**src/rtl/ps2_key_rx.sv**
```systemverilog
// ps2_key_rx: PS/2 keyboard frame receiver with E0/F0 prefix decode and a held-key bitmap; `PS2_PARITY_CHECK_EN enables odd-parity rejection
module ps2_key_rx #(
  parameter int TIMEOUT_CYCLES = 200000
) (
  input  logic       clk,
  input  logic       rst,
  input  logic       ps2c,
  input  logic       ps2d,
  output logic [7:0] code,
  output logic       code_valid,
  output logic       is_ext,
  output logic       is_break,
  output logic       frame_err,
  output logic [4:0] move_state
);
  localparam int CW = $clog2(TIMEOUT_CYCLES);
  localparam logic [CW-1:0] CMAX = CW'(TIMEOUT_CYCLES - 1);
  typedef enum logic [1:0] {IDLE, DATA, PARITY, STOP} state_t;
  state_t state;
  logic c1, c2, c3, d1, d2;
  logic strobe, good, frame_ok, tmo, par, ext_pend, brk_pend, mk;
  logic [2:0] bit_cnt;
  logic [7:0] shreg;
  logic [CW-1:0] cnt;
  logic [4:0] move_next;
  assign strobe = c3 & ~c2;
`ifdef PS2_PARITY_CHECK_EN
  assign good = d2 & (^{shreg, par});
`else
  assign good = d2;
`endif
  // two-stage synchronizers, plus a third ps2c stage for falling-edge detection
  always_ff @(posedge clk or negedge rst)
    if (!rst) {c1, c2, c3, d1, d2} <= 5'b11111;
    else {c1, c2, c3, d1, d2} <= {ps2c, c1, c2, ps2d, d1};
  // bit-level frame FSM with inactivity timeout; strobe beats timeout
  always_ff @(posedge clk or negedge rst)
    if (!rst) begin
      state <= IDLE;
      cnt <= '0;
      bit_cnt <= '0;
      shreg <= '0;
      par <= 1'b0;
      frame_ok <= 1'b0;
      frame_err <= 1'b0;
      tmo <= 1'b0;
    end else begin
      frame_ok <= 1'b0;
      frame_err <= 1'b0;
      tmo <= 1'b0;
      cnt <= (state == IDLE || strobe || cnt == CMAX) ? '0 : cnt + 1'b1;
      if (strobe)
        case (state)
          IDLE: if (d2) frame_err <= 1'b1;
                else begin
                  state <= DATA;
                  bit_cnt <= '0;
                end
          DATA: begin
            shreg <= {d2, shreg[7:1]};
            bit_cnt <= bit_cnt + 1'b1;
            if (bit_cnt == 3'd7) state <= PARITY;
          end
          PARITY: begin
            par <= d2;
            state <= STOP;
          end
          default: begin
            state <= IDLE;
            frame_ok <= good;
            frame_err <= ~good;
          end
        endcase
      else if (state != IDLE && cnt == CMAX) begin
        state <= IDLE;
        frame_err <= 1'b1;
        tmo <= 1'b1;
      end
    end
  // next held-key bitmap for the byte just received
  always_comb begin
    mk = ~brk_pend;
    move_next[0] = (ext_pend && shreg == 8'h75) ? mk : move_state[0];
    move_next[1] = (ext_pend && shreg == 8'h72) ? mk : move_state[1];
    move_next[2] = (ext_pend && shreg == 8'h6B) ? mk : move_state[2];
    move_next[3] = (ext_pend && shreg == 8'h74) ? mk : move_state[3];
    move_next[4] = (!ext_pend && shreg == 8'h29) ? mk : move_state[4];
  end
  // prefix decoder and output registers
  always_ff @(posedge clk or negedge rst)
    if (!rst) begin
      code <= 8'h00;
      code_valid <= 1'b0;
      is_ext <= 1'b0;
      is_break <= 1'b0;
      ext_pend <= 1'b0;
      brk_pend <= 1'b0;
      move_state <= 5'b0;
    end else begin
      code_valid <= 1'b0;
      if (tmo) begin
        ext_pend <= 1'b0;
        brk_pend <= 1'b0;
      end else if (frame_ok) begin
        if (shreg == 8'hE0) ext_pend <= 1'b1;
        else if (shreg == 8'hF0) brk_pend <= 1'b1;
        else begin
          code <= shreg;
          is_ext <= ext_pend;
          is_break <= brk_pend;
          code_valid <= 1'b1;
          ext_pend <= 1'b0;
          brk_pend <= 1'b0;
          move_state <= move_next;
        end
      end
    end
endmodule

```
**config.mk**
```make
export PLATFORM = sky130hd
export DESIGN_NAME = ps2_key_rx
export DESIGN_NICKNAME = d
export VERILOG_FILES = /design/src/rtl/ps2_key_rx.sv
export SDC_FILE = /design/constraint.sdc
export NUM_CORES = 1
export LEC_CHECK = 0
export CAP_MARGIN = 5
export CORE_MARGIN = 2
export CORE_UTILIZATION = 40
export CTS_BUF_LIST = sky130_fd_sc_hd__clkbuf_8
export DETAILED_ROUTE_END_ITERATION = 8
export SYNTH_ARGS = -nofsm -noshare
export SYNTH_HDL_FRONTEND = slang
export SYNTH_SLANG_ARGS = --single-unit
export TNS_END_PERCENT = 1
```
**constraint.sdc**
```tcl
create_clock -name clk -period 1.9 [get_ports clk]
set_input_delay 0.285 -clock clk [delete_from_list [all_inputs] [get_ports clk]]
set_output_delay 0.285 -clock clk [all_outputs]
set_load 0.02 [all_outputs]
```
==> flow_summary.json, run 1 <==
{
  "status": "complete, no violations",
  "start_kind": "flop",
  "ys_ff_latch": 57,
  "clkTransAtPathRegs_ps": 60,
  "area_growth_pct": 23.1,
  "start_util": 0.412,
  "ys_top_cells_by_area": "dfrtp_1, mux2_2, dfstp_2",
  "async_flop_share": 1.00,
  "path_max_fanout": 11,
  "vias": 1822,
  "fillerInstances": 574,
  "syn_avg_cell_area_um2": 11.4,
  "slew_headroom": 0.665,
  "ant_nets": 0,
  "synth_edf_count": 0,
  "place.gp.congestion": 0.745,
  "met1_length_um": 2390,
  "tightest_slew_ps": 499,
  "port-buffer-count": 20,
  "core_um2": 6310,
  "die_y_um": 84.6,
  "power.density_nw_per_um2": 1230,
  "cts_sinks": 57,
  "grt_pass1_wl_um": 8470,
  "viasPerCell": 5.30,
  "cts_max_level": 3,
  "gr-usage-all-layers": 0.150,
  "root_buffer": "clkbuf_8",
  "netlist_area_um2": 2600,
  "ys_types": 44,
  "cts_resized": 0,
  "overflow": 0,
  "finalCritPeriodShare": 0.927,
  "maxCapViolCount": 0,
  "n_antenna_cell": 0,
  "synth_sequential_area_ratio": 0.551,
  "final_common_cell": "dfrtp_1",
  "cp-end-kind": "flop",
  "die_w_um": 84.6,
  "grt_pass1_vias": 1797,
  "yosysWarningCount": 0,
  "syn-num-nets": 239,
  "max-vdd-ir-drop_v": 0.000571,
  "slew_viol_final": 0,
  "drc": 0,
  "tns_ps": 0,
  "firstDrtPassIters": 4,
  "wl_um": 4890,
  "cts_tree": "built",
  "fin_crit_ps": 1760,
  "dieArea_um2": 7160,
  "power.leakage_nw": 1.44,
  "antenna_found_initial": 0,
  "syn_inst": 227,
  "utilization": 0.507,
  "grt_max_degree": 31,
  "hold_viol_final": 0,
  "place_area_um2": 2930,
  "num_rows": 29,
  "dpl.hpwl_um": 3310,
  "drtIter0Drc": 94,
  "finalSetupViolCount": 0,
  "synth_area_leader_cell": "dfrtp_1",
  "cp_data_required_time_ps": 2120,
  "fin_nets": 274,
  "drive_gt1_frac": 0.210,
  "final_area_um2": 3200,
  "rsz0062_at_grt": "false",
  "max_freq_mhz": 568,
  "synth_top_area_frac": 0.501,
  "dominantRegCellSynth": "dfrtp_1",
  "met3_length_um": 165,
  "top_layer": "met4",
  "cts.path.max_buffers": 2,
  "clock_skew_ps": 7.89,
  "wire_per_inst_um": 14.2,
  "power_mw": 3.94,
  "cp.arrival_ps": 1980,
  "io_pins": 21,
  "mostFrequentLayoutCells": "dfrtp_1, nor2_1, clkdlybuf4s50_1",
  "worstHoldPathType": "primary input to flop",
  "crit_type": "flop to flop",
  "wl_met2_um": 2240,
  "cts_buffers": 9,
  "insertion_delay_ps": 330
}
[logic make-up after synthesis]
family,share of synthesized area
compound gates,0.0573
xor+xnor,0.0472
fa+ha+maj,0.0385
buf+inv,0.0246
flops,0.551
mux,0.0847
simple gates,0.196
[flip-flops by register name, summed over array words and instances, names as in the netlist, 2 cells and up]
signal and count:
shreg 8, move_state 5, state 2, code 8, bit_cnt 3, cnt 18
[Yosys cell counts (all sizes together) (2+ instances only)]
library cell and number:
nand4 11, dfrtp 52, mux2i 4, buf 3, nor2 19, and4 5
nand2b 2, dfstp 5, ha 8, nor3 4, nor4 6, o21ai 7
nor3b 3, mux2 16, clkbuf 3, and4b 2, inv 10, nor2b 2
nand3 10, xnor2 6, a21oi 5, or3 3, o22ai 2, a211oi 3
a21o 2, nand2 16, xor2 8
[worst max-delay path: stages (launching register included)]
cell,delay [ps]
dfrtp_1,440
nor3b_1,180
nand4_1,150
and3b_1,480
mux2_2,390
[metal layers]
metal | track usage | vias up
li1 | - | 882
met1 | 0.200 | 899
met2 | 0.228 | 33
met3 | 0.0324 | 8
met4 | 0.0823 | 0
met5 | 0 | -
[final cells by class]
cell class / instances / area (um^2) / area share
Tap cell: 77 / 96.3 / 0.0301
Multi-Input combinational cell: 154 / 1100 / 0.345
Timing Repair Buffer: 30 / 273 / 0.0853
Inverter: 10 / 37.5 / 0.0117
Clock inverter: 7 / 134 / 0.0418
Clock buffer: 9 / 124 / 0.0387
Sequential cell: 57 / 1430 / 0.448
[power by group]
part	internal, mW	total (mW)	switching [mW]
Combinational	0.382	0.826	0.444
Sequential	1.41	1.62	0.213
Clock	0.995	1.49	0.493
Total	2.79	3.94	1.15
[per-stage QoR]
stage,setup slack [ps],cells,hold slack (ps)
2_1_floorplan,210,227,-10.6
3_3_place_gp,166,327,317
3_5_place_dp,139,327,324
4_1_cts,142,344,344
5_1_grt,13.5,344,349
6_report,139,344,355
[timing repair]
item | CTS | global route
hold endpoints to repair | 52 | 0
hold buffers | 1 | 0
buffers inserted | 0 | 0
[path summary, 6_finish.rpt]
check                           endpoint     start  slack (ps)  depth (start not counted)
min in group asynchronous  move_state[1]       rst         490                          3
min                                   c1      ps2c         350                          1
min reg2reg                           d2        d1         350                          0
max in group asynchronous             c3       rst        1100                          3
max                             is_break  shreg[6]         140                          4
max reg2reg                     is_break  shreg[6]         140                          4
Power figures use the tool's default switching activity.
==> inputs of run 2 (changes only) <==
--- a/config.mk
+++ b/config.mk
@@ -13,4 +13,4 @@
 export SYNTH_ARGS = -nofsm -noshare
 export SYNTH_HDL_FRONTEND = slang
 export SYNTH_SLANG_ARGS = --single-unit
-export TNS_END_PERCENT = 1
+export TNS_END_PERCENT = 5
==> results of run 2 <==
Final layout, timing and power as in run 1 (identical DEF).
